===== src/rtl/reg_wb_pkg.sv =====
// reg_wb_pkg: shared widths, FSM states and grant-source encoding for the writeback arbiter
package reg_wb_pkg;
    localparam int DATA_W = 32;
    localparam int ADDR_W = 5;
    typedef enum logic {NORM, BOOST} state_e;
    typedef enum logic [1:0] {SRC_NONE, SRC_ALU, SRC_MEM} src_e;
endpackage


===== src/rtl/reg_wb_arbiter_if.sv =====
// reg_wb_arbiter_if: ALU/load writeback requests plus the register-file write port
interface reg_wb_arbiter_if #(
    parameter int DATA_W = reg_wb_pkg::DATA_W,
    parameter int ADDR_W = reg_wb_pkg::ADDR_W
);
    logic              hold;
    logic              alu_valid;
    logic              alu_ready;
    logic [ADDR_W-1:0] alu_dr;
    logic [DATA_W-1:0] alu_data;
    logic              mem_valid;
    logic              mem_ready;
    logic [ADDR_W-1:0] mem_dr;
    logic [DATA_W-1:0] mem_data;
    logic              RegW;
    logic [ADDR_W-1:0] DR;
    logic [DATA_W-1:0] data_write;
    logic              alu_boost;
    modport master (
        output hold, alu_valid, alu_dr, alu_data, mem_valid, mem_dr, mem_data,
        input  alu_ready, mem_ready, RegW, DR, data_write, alu_boost
    );
    modport slave (
        input  hold, alu_valid, alu_dr, alu_data, mem_valid, mem_dr, mem_data,
        output alu_ready, mem_ready, RegW, DR, data_write, alu_boost
    );
endinterface


===== src/rtl/reg_wb_starve_ctr.sv =====
// reg_wb_starve_ctr: saturating count of consecutive ALU denials; hit flags the denial that reaches MAX
module reg_wb_starve_ctr #(
    parameter int MAX = 3
) (
    input  logic clk,
    input  logic rst_n,
    input  logic inc_i,
    input  logic clr_i,
    output logic hit_o
);
    localparam int W = $clog2(MAX + 1);
    logic [W-1:0] cnt_q, cnt_d;
    // clear wins over increment; counting stops at MAX
    always_comb begin
        cnt_d = clr_i ? '0 : (inc_i && cnt_q != W'(MAX)) ? cnt_q + W'(1) : cnt_q;
    end
    assign hit_o = (cnt_q == W'(MAX - 1));
    // counter register
    always_ff @(posedge clk or negedge rst_n) begin
        if (!rst_n) cnt_q <= '0;
        else        cnt_q <= cnt_d;
    end
endmodule


===== src/rtl/reg_wb_arbiter.sv =====
// reg_wb_arbiter: shares the register-file write port between ALU and load writeback
module reg_wb_arbiter
    import reg_wb_pkg::*;
#(
    parameter int STARVE_MAX = 3
) (
    input logic              clk,
    input logic              rst_n,
    reg_wb_arbiter_if.slave  bus
);
    state_e            state_q, state_d;
    src_e              src;
    logic              regw_q, regw_d;
    logic [ADDR_W-1:0] dr_q, dr_d;
    logic [DATA_W-1:0] data_q, data_d;
    logic              inc, clr, hit, boost_go;
    // grant: loads first in NORM, ALU first in BOOST, nothing while held
    always_comb begin
        src = bus.hold ? SRC_NONE :
              (state_q == BOOST) ? (bus.alu_valid ? SRC_ALU : bus.mem_valid ? SRC_MEM : SRC_NONE) :
                                   (bus.mem_valid ? SRC_MEM : bus.alu_valid ? SRC_ALU : SRC_NONE);
    end
    assign bus.alu_ready = (src == SRC_ALU);
    assign bus.mem_ready = (src == SRC_MEM);
    // starvation bookkeeping and next state; hold freezes both
    always_comb begin
        inc      = ~bus.hold & (state_q == NORM) & bus.alu_valid & ~bus.alu_ready;
        boost_go = inc & hit;
        clr      = ~bus.hold & (bus.alu_ready | ~bus.alu_valid | boost_go);
        state_d  = bus.hold ? state_q : boost_go ? BOOST : NORM;
    end
    reg_wb_starve_ctr #(.MAX(STARVE_MAX)) u_starve (
        .clk   (clk),
        .rst_n (rst_n),
        .inc_i (inc),
        .clr_i (clr),
        .hit_o (hit)
    );
    // next write-port contents; writes to $0 are consumed but not enabled
    always_comb begin
        dr_d   = (src == SRC_ALU) ? bus.alu_dr   : (src == SRC_MEM) ? bus.mem_dr   : dr_q;
        data_d = (src == SRC_ALU) ? bus.alu_data : (src == SRC_MEM) ? bus.mem_data : data_q;
        regw_d = (src != SRC_NONE) && (dr_d != '0);
    end
    // FSM and registered write port
    always_ff @(posedge clk or negedge rst_n) begin
        if (!rst_n) begin
            state_q <= NORM;
            regw_q  <= 1'b0;
            dr_q    <= '0;
            data_q  <= '0;
        end else begin
            state_q <= state_d;
            regw_q  <= regw_d;
            dr_q    <= dr_d;
            data_q  <= data_d;
        end
    end
    assign bus.RegW       = regw_q;
    assign bus.DR         = dr_q;
    assign bus.data_write = data_q;
    assign bus.alu_boost  = (state_q == BOOST);
endmodule

===== src/flat_wrapper.sv =====
// flat-port wrapper written by rule: the top's interface ports become plain ports
module reg_wb_arbiter_flat import reg_wb_pkg::*;
#(
    parameter int STARVE_MAX = 3
)
  (clk, rst_n, bus_hold, bus_alu_valid, bus_alu_dr, bus_alu_data, bus_mem_valid, bus_mem_dr, bus_mem_data, bus_alu_ready, bus_mem_ready, bus_RegW, bus_DR, bus_data_write, bus_alu_boost);
  reg_wb_arbiter_if bus_i ();
  input logic clk;
  input logic rst_n;
  input wire logic [$bits(bus_i.hold)-1:0] bus_hold;
  input wire logic [$bits(bus_i.alu_valid)-1:0] bus_alu_valid;
  input wire logic [$bits(bus_i.alu_dr)-1:0] bus_alu_dr;
  input wire logic [$bits(bus_i.alu_data)-1:0] bus_alu_data;
  input wire logic [$bits(bus_i.mem_valid)-1:0] bus_mem_valid;
  input wire logic [$bits(bus_i.mem_dr)-1:0] bus_mem_dr;
  input wire logic [$bits(bus_i.mem_data)-1:0] bus_mem_data;
  output wire logic [$bits(bus_i.alu_ready)-1:0] bus_alu_ready;
  output wire logic [$bits(bus_i.mem_ready)-1:0] bus_mem_ready;
  output wire logic [$bits(bus_i.RegW)-1:0] bus_RegW;
  output wire logic [$bits(bus_i.DR)-1:0] bus_DR;
  output wire logic [$bits(bus_i.data_write)-1:0] bus_data_write;
  output wire logic [$bits(bus_i.alu_boost)-1:0] bus_alu_boost;
  assign bus_i.hold = bus_hold;
  assign bus_i.alu_valid = bus_alu_valid;
  assign bus_i.alu_dr = bus_alu_dr;
  assign bus_i.alu_data = bus_alu_data;
  assign bus_i.mem_valid = bus_mem_valid;
  assign bus_i.mem_dr = bus_mem_dr;
  assign bus_i.mem_data = bus_mem_data;
  assign bus_alu_ready = bus_i.alu_ready;
  assign bus_mem_ready = bus_i.mem_ready;
  assign bus_RegW = bus_i.RegW;
  assign bus_DR = bus_i.DR;
  assign bus_data_write = bus_i.data_write;
  assign bus_alu_boost = bus_i.alu_boost;
  reg_wb_arbiter #(.STARVE_MAX(STARVE_MAX)) u_core (.clk(clk), .rst_n(rst_n), .bus(bus_i));
endmodule

===== config.mk =====
export PLATFORM = sky130hd
export DESIGN_NAME = reg_wb_arbiter_flat
export DESIGN_NICKNAME = d
export VERILOG_FILES = /design/src/rtl/reg_wb_pkg.sv /design/src/rtl/reg_wb_arbiter_if.sv /design/src/rtl/reg_wb_starve_ctr.sv /design/src/rtl/reg_wb_arbiter.sv /design/src/flat_wrapper.sv
export SDC_FILE = /design/constraint.sdc
export NUM_CORES = 1
export LEC_CHECK = 0
export ABC_AREA = 0
export ABC_CLOCK_PERIOD_IN_PS = 3300
export BUFFER_PORTS_ARGS = -buffer_cell sky130_fd_sc_hd__buf_2
export CAP_MARGIN = 20
export CORE_AREA = 2 2 69 71
export DETAILED_ROUTE_END_ITERATION = 10
export DIE_AREA = 0 0 71 73
export HOLD_SLACK_MARGIN = 0.1
export PLACE_DENSITY = 0.84
export SLEW_MARGIN = 20
export SYNTH_ARGS = -nofsm -noshare
export SYNTH_HDL_FRONTEND = slang
export SYNTH_SLANG_ARGS = --single-unit

===== constraint.sdc =====
create_clock -name clk -period 3.3 [get_ports clk]
set_clock_uncertainty 0.15 [all_clocks]
set_input_delay 0.165 -clock clk [delete_from_list [all_inputs] [get_ports clk]]
set_output_delay 0.165 -clock clk [all_outputs]
set_load 0.02 [all_outputs]

# Yosys cells after proc, flatten, opt, wreduce, memory -nomap -nowiden
# Cells that the tools add are included.
[word_totals]
out_inout_bits = 41
input_bits = 79
reg_bits = 41
[op_classes]
n_eq_ne = 4
n_bitwise = 11
addsub = 1
n_reduce_logical = 6
n_mux = 13
[op_table]
columns = ["cell", "count"]
rows = [
  ["32-bit 2-to-1 mux", 2],
  ["2-bit 2-to-1 mux", 7],
  ["5-bit 2-to-1 mux", 2],
  ["2-bit nonzero test", 3],
  ["1-bit AND", 5],
  ["5-bit nonzero test", 1],
  ["2-bit == test, second input constant", 2],
  ["1-bit inverter", 4],
  ["2-bit by 1-bit adder with 2-bit output, second input constant", 1],
  ["2-bit by 1-bit == test with 1-bit output, second input constant", 1],
  ["1-bit logical AND", 2],
  ["1-bit 2-to-1 mux", 2],
  ["2-bit != test, second input constant", 1],
  ["1-bit bitwise OR", 2],
]

# Depth between registers and ports, before layout
# Gate-level depths: netlist of the first run.
[logic_depth]
depth_word = 11
ltp_mapped = 10
ltp_nobuf = 8

# Modules after synthesis
# A second synthesis of the first run with hierarchy kept.
[hier_totals]
hier_cells = 193
hier_area_um2 = 2062.0
[modules_own_cells]
columns = ["module", "seq_area_each_um2", "area_per_inst_um2", "cells_per_inst", "n_inst"]
rows = [
  ["reg_wb_arbiter", 975.9, 1919.3, 181, 1],
  ["reg_wb_starve_ctr", 50.0, 142.6, 12, 1],
]

# Least setup slack after synthesis of the first run
# OpenSTA, ideal clock, no wires.
[synth_timing]
path_type = "reg2reg"
startpoint = "register u_core.state_q, in the netlist u_core.bus.alu_boost"
endpoint = "register u_core.u_starve.cnt_q[1]"
synth_period_minus_slack_ns = 2.242
t_arrival_ns = 2.015
t_required_ns = 3.073
stages_incl_launch_ff = 9
setup_time_ns = 0.077
path_slack_ns = 1.058
n_path_buf = 1
cell_sequence = "dfrtp_1 > inv_1 > a21o_1 > inv_1 > ha_1 > buf_6 > or4_4 > or2_0 > a21oi_1"
[synth_between]
elab_chain_cells = 9
elab_cells_between_ends = 15
cone_classes = "1 x eq/ne; 3 x mux; 9 x bitwise; 2 x reduce/logical"
[synth_rtl]
columns = ["item", "line", "rtl"]
rows = [
  ["start: declaration", "reg_wb_arbiter.sv:11", "state_e state_q, state_d;"],
  ["start signal: assignment", "reg_wb_arbiter.sv:53", "state_q <= state_d;"],
  ["2-bit 2-to-1 mux (*)", "reg_wb_arbiter.sv:20", "(state_q == BOOST) ? (bus.alu_valid ? SRC_ALU : bus.mem_valid ? SRC_MEM : SRC_NONE) :"],
  ["2-bit 2-to-1 mux (*)", "reg_wb_arbiter.sv:19", "src = bus.hold ? SRC_NONE :"],
  ["2-bit by 1-bit == test with 1-bit output (*)", "reg_wb_arbiter.sv:23", "assign bus.alu_ready = (src == SRC_ALU);"],
  ["named net bus_alu_ready", "flat_wrapper.sv:17", "output wire logic [$bits(bus_i.alu_ready)-1:0] bus_alu_ready;"],
  ["1-bit inverter", "reg_wb_arbiter.sv:27", "inc = ~bus.hold & (state_q == NORM) & bus.alu_valid & ~bus.alu_ready;"],
  ["1-bit AND", "reg_wb_arbiter.sv:27", ""],
  ["1-bit AND", "reg_wb_arbiter.sv:28", "boost_go = inc & hit;"],
  ["1-bit bitwise OR", "reg_wb_arbiter.sv:29", "clr = ~bus.hold & (bus.alu_ready | ~bus.alu_valid | boost_go);"],
  ["1-bit AND", "reg_wb_arbiter.sv:29", ""],
  ["2-bit 2-to-1 mux or 2-bit nonzero test (tied branches)", "--", ""],
  ["end signal: assignment", "reg_wb_starve_ctr.sv:21", "else cnt_q <= cnt_d;"],
  ["end: declaration", "reg_wb_starve_ctr.sv:12", "logic [W-1:0] cnt_q, cnt_d;"],
]
# The timed path passes the listed nets; every way through them passes the cells marked *.
# A chain may end at the register's enable or synchronous reset.

# Worst setup path after layout of the first run
[layout_timing]
startpoint = "input port bus_hold"
endpoint = "register u_core.data_q[9], in the netlist u_core.bus.data_write[9]"
[layout_between]
elab_chain_cells = 3
elab_cells_between_ends = 5
cone_classes = "2 x eq/ne; 2 x mux; 1 x reduce/logical"
[layout_rtl]
columns = ["item", "line", "rtl"]
rows = [
  ["start: declaration", "flat_wrapper.sv:10", "input wire logic [$bits(bus_i.hold)-1:0] bus_hold;"],
  ["2-bit 2-to-1 mux (*)", "reg_wb_arbiter.sv:19", ""],
  ["2-bit by 1-bit == test with 1-bit output or 2-bit == test (tied branches)", "reg_wb_arbiter.sv:42", "data_d = (src == SRC_ALU) ? bus.alu_data : (src == SRC_MEM) ? bus.mem_data : data_q;"],
  ["32-bit 2-to-1 mux or 2-bit nonzero test (tied branches)", "--", ""],
  ["end signal: assignment", "reg_wb_arbiter.sv:56", "data_q <= data_d;"],
  ["end: declaration", "reg_wb_arbiter.sv:15", "logic [DATA_W-1:0] data_q, data_d;"],
]
# Every way passes the cells marked *; elsewhere a longest branch is shown, timed or not.

==> results.md, run 1 <==
Outcome:
- The run finished with clean final reports.

Synthesis:
- Ranked by instance count, the synthesized netlist is headed by dfrtp_1, mux2i_1, a21oi_1, nor2_1, nand2_1.
- In this run, synthesis inferred 0 flip-flops with an integrated enable.
- The unique cell type count in the Yosys netlist is 21.
- The fraction of the yosys area taken by sequential cells is 0.523.
- Among all flip-flop cells after synthesis, the most frequent one is dfrtp_1.
- The synthesized-area fraction occupied by xor and xnor cells is 0.00446.
- The average size of a mapped cell is roughly 10 um^2.
- The largest total area in the synthesized netlist belongs to dfrtp_1.
- After synthesis, the share of flip-flops with an asynchronous set or reset is 1.00.
- Of the total synthesized cell area, the portion taken by AND, OR, NAND and NOR gates is 0.101.
- In this run, synthesis produced a sequential element count of 41.
- The multiplexer fraction of the synthesized cell area is 0.189.
- In the post-synthesis netlist, the biggest area contributors are dfrtp_1, mux2i_1, a21oi_1.
- The mapped cell area is 0.00196 mm^2.
- The number of nets produced by synthesis is 276.
- Of the total synthesized cell area, the portion taken by full adders, half adders and majority gates is 0.0319.
- The main combinational cell family by area after synthesis is multiplexers.
- Among all cell types in the netlist, the one instantiated most often is dfrtp_1.
- Synthesis produced a netlist whose cell count is roughly 190.
- The share of Yosys cell area claimed by the top area cell type is 0.523.
- Yosys printed 0 warnings.
- The compound-gate portion of the synthesized area is 0.110.

Run:
- Across the run, the number of max-cap violations was 0.

Final layout:
- After the flow finishes, the layout carries non-filler instances totaling around 440.
- The area growth from synthesis to layout is 74.6%.
- The total of fill cells in the finished design is between 300 and 400.
- In the final layout, the share of cells above drive strength 1 is 0.342.
- The final layout contains 466 nets.
- The multi-input combinational cells in the finished layout cover a total of approximately 870 um^2.
- The register area is 0.00103 mm^2.
- The diode insertion count for antenna repair is 0.
- The share of the core filled with cells is 0.756.

Detailed routing:
- The first routing iteration left roughly 100 violations.
- The routed via count divided by cell count is roughly 4.9.
- The average wire length per cell after detail routing is around 14 um.
- The count of nets left with antenna violations once routing finished came out at 0.
- The total wirelength of the detailed-routed design is approximately 6200 um.
- The number of detailed-routing iterations run before antenna repair is 4.
- The final route contains roughly 2200 vias.
- The post-detailed-route DRC marker count is 0.

Global route:
- The first global-routing pass estimated 9800 um of wire.
- The initial antenna violation count is 0.
- Entering global routing, the biggest net connects between 40 and 50 pins.
- The via count of the first global-routing pass is between 2000 and 2500.
- In the global route stage, overall resource usage came out at 0.245.
- The residual overflow from global routing is 0.

Power:
- The share of total power dissipated in the clock network is 0.201.
- The cell leakage power is 1.61 nW.
- Of the total power, the share spent switching nets is 0.356.
- For this design the total switching power over the nets is between 0.5 and 0.6 mW.
- The power density over the cells is about 460 mW/mm^2.
- Internal power comes to roughly 1.0 mW.
- The share of total power dissipated in sequential elements is 0.424.
- The peak supply drop is around 280 uV.
- The share of total power dissipated in combinational logic is 0.375.

Placement:
- Before CTS, the worst setup slack after placement is ~0.84 ns.
- Input and output buffers added on the ports amount to roughly 120.
- Routability-driven placement finished with a final weighted congestion of 0.698.
- After detailed placement, the design holds a cell count of roughly 350.
- The detailed-placement wirelength estimate is approximately 3300 um.

Clocking:
- The clock sink total is between 40 and 50.
- TritonCTS created 5 clock buffers.
- The clock insertion delay at the later pin of the skew report is 0.29 ns.
- The maximum buffer depth of the clock tree is 2.
- The level count of the clock H-tree is 2.
- The TritonCTS clock tree is yes.
- The clock root buffer is clkbuf_8.
- The CTS clock-pin slew for the worst setup and hold paths is around 0.08 ns.

Setup path:
- The cell with the biggest individual delay on the critical path is dlygate4sd3_1.
- The biggest fanout along the worst timing path is 33.
- Across all register-to-register paths, the minimum setup slack is roughly 0.47 ns.
- The startpoint of the worst register-to-register path is u_core.bus.alu_boost.
- The number of cells on the worst reg-to-reg path is 8.
- The critical path data required time is around 3.3 ns.
- On the worst path, the slowest cell contributes a delay of between 0.5 and 0.6 ns.
- The number of buffers and inverters on the critical path is 5.
- STA classifies the critical path endpoint as a flop.
- The signal on the critical path passes through dlygate4sd3_1 -> buf_2 -> nand2b_1 -> a21o_1 -> inv_1 -> ha_4 -> buf_4 -> mux2i_1 -> dlygate4sd3_1 -> a21oi_1.
- Data arrives at the worst endpoint at just over 3 ns.
- Among cell families on the critical path, the largest total delay comes from buffers and inverters.
- The endpoint of the most critical register-to-register path is u_core.bus.data_write[9].
- The worst setup path is of the input pin to flop kind.
- The cell repeated most along the worst path is dlygate4sd3_1.
- The worst setup path is launched from an input pin.

STA:
- The final-report hold violation count was 0.
- Dividing the final minimum period by the clock period gives 0.937.
- The maximum clock frequency is 0.323 GHz.
- The slew at the pin closest to its max-slew limit is ~0.90 ns.
- The final setup violation count is 0.
- Setup repair after global routing left no endpoint under its margin.
- The final total negative setup slack is 0 ns.
- The final setup slack of the worst path is ~0.21 ns.
- The final-report max-slew violation count came to 0.
- The clock period minus final worst setup slack is between 3 and 4 ns.
- Measured against its own limit, the worst slew margin works out to 0.402.

Hold path:
- The hold path depth is 3.
- The endpoint with the worst hold slack is u_core.bus.DR[2].
- The path class of the tightest hold or removal check is input pin to flop.
- The source of the worst hold timing path is bus_mem_dr[2].

Floorplanning:
- The total I/O pin count is 120.
- The area inside the core boundary is between 0.004 and 0.005 mm^2.
- From bottom edge to top edge, the die measures approximately 73 um.
- The die is 71 um wide.
- The initial utilization of the core area, before any placement, comes to 0.433.
- The site row count is 25.
- The die covers a little over 0.005 mm^2.
tightest hold or removal path: cells and delay by family:
family                 cells  cell delay (ns)
buffers and inverters      1             0.09
multiplexers               1             0.11
AO/OA/AOI/OAI              1             0.12
registers in the layout (all words and copies together) (netlist names):
signal                 flops
u_core.bus.RegW            1
u_core.u_starve.cnt_q      2
u_core.bus.alu_boost       1
u_core.bus.data_write     32
u_core.bus.DR              5
timing repair:
action	4_1_cts	5_1_grt
endpoints found under the setup margin	0	14
hold buffers	75	0
endpoints found under the hold margin	81	0
buffers inserted	0	0
resized for setup	0	1
per-stage QoR:
stage / hold WS, ns / area, um^2 / power, mW
2_1_floorplan: -0.281 / 1960 / 0.966
3_3_place_gp: 0.190 / 2580 / 1.14
3_5_place_dp: 0.208 / 2580 / 1.16
4_1_cts: 0.106 / 3420 / 1.56
5_1_grt: 0.171 / 3430 / 1.66
6_report: 0.111 / 3430 / 1.57
per-layer routing:
layer,wire length (um),up-vias,global-route usage
li1,-,1035,-
met1,2300,990,0.255
met2,3340,109,0.460
met3,381,24,0.0608
met4,212,0,0.117
met5,0,-,0
cell usage in the layout (no fill, tap or decap), types with 3 or more instances in the layout:
master	Yosys	final
mux2i_1	37	37
buf_2	5	119
o21ai_0	5	5
dlygate4sd3_1	0	75
ha_1	5	3
clkbuf_8	0	5
nand2_1	9	9
nor2_1	34	34
inv_1	5	5
dfrtp_1	41	41
a21oi_1	34	34
layout make-up:
class                      instances  share of cell area
clock inverter                     2             0.00292
sequential                        41               0.299
clock buffer                       6              0.0212
inverter                           5             0.00548
timing repair buffer             196               0.397
tap                               54              0.0197
multi-input combinational        133               0.254
power groups by stage:
| stage | combinational [mW] | clock, mW | sequential, mW |
|---|---|---|---|
| 4_1_cts | 0.575 | 0.325 | 0.663 |
| 2_1_floorplan | 0.170 | 0 | 0.796 |
| 3_5_place_dp | 0.491 | 0 | 0.671 |
| 3_3_place_gp | 0.475 | 0 | 0.670 |
| 5_1_grt | 0.641 | 0.343 | 0.679 |
| 6_report | 0.590 | 0.315 | 0.667 |
cells by family (layout without fill, tap and decap cells):
family	after synthesis	count (layout)
buffers and inverters	18	209
adder cells (fa/ha/maj)	5	5
XOR/XNOR	1	1
AND/OR/NAND/NOR	48	48
multiplexers	37	37
flip-flops	41	41
AO/OA/AOI/OAI	42	42
how the worst max path moves through the flow:
stage                                    start                        end  slack [ns]  cells after the start
final                                 bus_hold   u_core.bus.data_write[9]        0.21                     10
after global routing                  bus_hold   u_core.bus.data_write[4]        0.12                     10
after CTS                             bus_hold  u_core.bus.data_write[10]        0.10                     10
after detailed placement  u_core.bus.alu_boost  u_core.bus.data_write[10]        0.84                      7
after global placement    u_core.bus.alu_boost  u_core.bus.data_write[10]        0.94                      7
after floorplan           u_core.bus.alu_boost   u_core.u_starve.cnt_q[1]        1.06                      8
Note: power is estimated with default switching activity, not from simulation.
==> inputs of run 2 (changes only) <==
BUFFER_PORTS_ARGS = unset   (was -buffer_cell sky130_fd_sc_hd__buf_2)
CORE_AREA = 2 2 58 60   (was 2 2 69 71)
DIE_AREA = 0 0 60 62   (was 0 0 71 73)
DONT_BUFFER_PORTS = 1   (was unset)
PLACE_DENSITY = 0.82   (was 0.84)
==> results.md, run 2 (synthesis gave the netlist of run 1 again) <==
Floorplanning:
- The total area inside the core boundary comes to between 0.003 and 0.004 mm^2.
- The floorplan has 21 rows.
- The total I/O pin count is 120.
- From left edge to right edge, the die measures roughly 60 um.
- The die span in y is between 60 and 70 um.
- The area enclosed by the die boundary is between 0.003 and 0.004 mm^2.
- The effective utilization at floorplan is 0.617.

Clocking:
- The TritonCTS clock tree is yes.
- In this run the post-CTS setup repair buffer count came out at 0.
- The level count of the clock H-tree is 2.
- The clock insertion delay at the later pin of the skew report is around 0.35 ns.
- The tree is rooted in a clkbuf_4.
- The CTS clock-pin slew for the worst setup and hold paths is between 0.1 and 0.15 ns.
- Buffers inserted during clock tree synthesis total 5.
- The maximum buffer depth of the clock tree is 2.
- The tree built by TritonCTS fans out to a little over 40 sinks.

STA:
- The final cycle utilization of the critical path is 0.935.
- The final-report max-slew violation count is 0.
- The final setup violation count is 0.
- In the post-route analysis, the smallest setup slack over all paths is between 0.2 and 0.25 ns.
- The worst path needs between 3 and 4 ns of the cycle, external delays included.
- At the pin with the least slew margin, the transition time is 0.635 ns.
- The maximum clock frequency is about 0.32 GHz.
- The final total negative setup slack is 0 ns.
- In this run the tightest slew margin relative to its limit is 0.577.
- Setup repair after global routing left no endpoint under its margin.
- The worst hold slack is around 0.11 ns.
- The final-report hold violation count is 0.

Setup path:
- The critical path ends at u_core.bus.data_write[10].
- The depth of the worst register-to-register path is 8.
- The startpoint of the worst register-to-register path is u_core.bus.alu_boost.
- The biggest fanout along the worst timing path is 31.
- The endpoint of the most critical register-to-register path is u_core.bus.data_write[10].
- STA classifies the critical path endpoint as a flop.
- For flop-to-flop paths, the worst setup slack is about 0.21 ns.
- The start point of the critical path is u_core.bus.alu_boost.
- At the worst endpoint, the arrival time is around 3.2 ns.
- The element type at the critical path start is a flop.
- Data on the critical path is required at its endpoint by between 3 and 4 ns.
- By startpoint and endpoint, the worst setup path is classified as flop to flop.

Placement:
- Summed over all nets, the half-perimeter wirelength after detailed placement is about 2900 um.
- Port buffering added 0 buffers.
- The routability congestion estimate is approximately 0.65.
- The post-place setup slack is 0.597 ns.

Global route:
- The initial antenna violation count was 0.
- Summed over all layers, the global routing overflow is 0.
- The first-pass GRT wire length is between 8000 and 9000 um.
- The via count of the first global-routing pass is 1830.
- In the global route stage, overall resource usage came out at 0.335.
- Entering global routing, the biggest net connects 42 pins.

Detailed routing:
- The via count of the routed design is around 1800.
- The detailed router finished its first iteration with ~120 violations.
- The number of routed nets with antenna violations is 0.
- The post-detailed-route DRC marker count is 0.
- Dividing the detail-routed via count by the number of cells gives roughly 5.7.
- The average wire length per cell after detail routing is between 15 and 20 um.
- The pre-antenna-repair detailed-routing pass consisted of 5 iterations.
- The routed design has between 6000 and 7000 um of wire.

Run:
- Max-cap violations in this run came to 0.

Power:
- IR analysis of the VDD net gives a maximum drop of 394 uV.
- The power share of the combinational group is 0.246.
- The cell leakage power is approximately 1.2 nW.
- The internal cell power is 0.855 mW.
- The power density over the cells is between 400 and 500 mW/mm^2.
- The clock share of power is 0.161.
- The switching power of the nets is roughly 0.52 mW.
- The share of total power dissipated in sequential elements is 0.592.
- The net switching share of the total power is 0.380.
- The post-route total power is about 1.4 mW.

Final layout:
- The area growth from synthesis to layout is 44.7%.
- The total of fill cells in the finished design is around 140.
- The diode insertion count for antenna repair is 0.
- The library cell used most frequently in the layout, excluding fill and tap cells, is dlygate4sd3_1.
- Of the cells placed in the final design, the portion with a size suffix greater than 1 is 0.0449.
- In the final layout, the multi-input gates occupy around 870 um^2.
- For this run, the post-layout net count is roughly 350.
- In the layout the commonest cells are dlygate4sd3_1, dfrtp_1, mux2i_1.
- At the end of the flow the core is filled with cells to 0.894.
- The number of flip-flops under the largest register name is 32.
- Summing all flip-flop and latch instances after layout gives 0.00103 mm^2.

Hold path:
- The tightest min-delay check is of the input pin to asynchronous set/reset pin type.

Outcome:
- The run finished with clean final reports.
run 2: routing by layer:
layer,global-route usage,share of wire,routed length [um],up-vias
li1,-,-,-,803
met1,0.310,0.33,2010,848
met2,0.661,0.57,3520,97
met3,0.106,0.070,430,25
met4,0.152,0.030,182,0
met5,0,0,0,-
run 2: worst min path at each step:
stage | start | to | slack, ns | cells after the start
finish | rst_n | u_core.bus.data_write[11] | 0.11 | 2
global route | rst_n | u_core.bus.data_write[11] | 0.11 | 2
CTS | rst_n | u_core.bus.data_write[11] | 0.12 | 2
detailed placement | rst_n | u_core.bus.data_write[9] | -0.28 | 0
global placement | rst_n | u_core.bus.data_write[9] | -0.28 | 0
floorplan | rst_n | u_core.bus.DR[0] | -0.28 | 0
run 2: timing repair:
action / 4_1_cts / 5_1_grt
hold buffers: 80 / 0
endpoints found under the setup margin: 0 / 16
endpoints found under the hold margin: 82 / 0
gates resized for setup: 0 / 1
run 2: through the flow:
stage | instance area [um^2] | instances
2_1_floorplan | 1960 | 192
3_3_place_gp | 1980 | 227
3_5_place_dp | 1980 | 227
4_1_cts | 2830 | 313
5_1_grt | 2840 | 313
6_report | 2840 | 313
run 2: power groups by stage:
stage | clock network [mW] | registers, mW | logic (mW)
detailed placement | 0 | 0.818 | 0.206
global route | 0.246 | 0.827 | 0.373
finish | 0.223 | 0.816 | 0.340
CTS | 0.225 | 0.810 | 0.317
global placement | 0 | 0.815 | 0.185
floorplan | 0 | 0.796 | 0.170
run 2: critical path: stages (launching register included):
cell and delay, ns:
dfrtp_1 0.52, inv_1 0.10, a21o_1 0.23, inv_1 0.10
ha_4 0.47, buf_4 0.39, mux2i_1 0.28, dlygate4sd3_1 0.61
a21oi_1 0.08
run 2: layout make-up:
| cell class | count | share of cell area |
|---|---|---|
| multi-input combinational | 133 | 0.306 |
| sequential | 41 | 0.361 |
| clock inverter | 1 | 0.00176 |
| clock buffer | 5 | 0.0132 |
| inverter | 5 | 0.00661 |
| timing repair buffer | 82 | 0.291 |
| tap | 46 | 0.0203 |
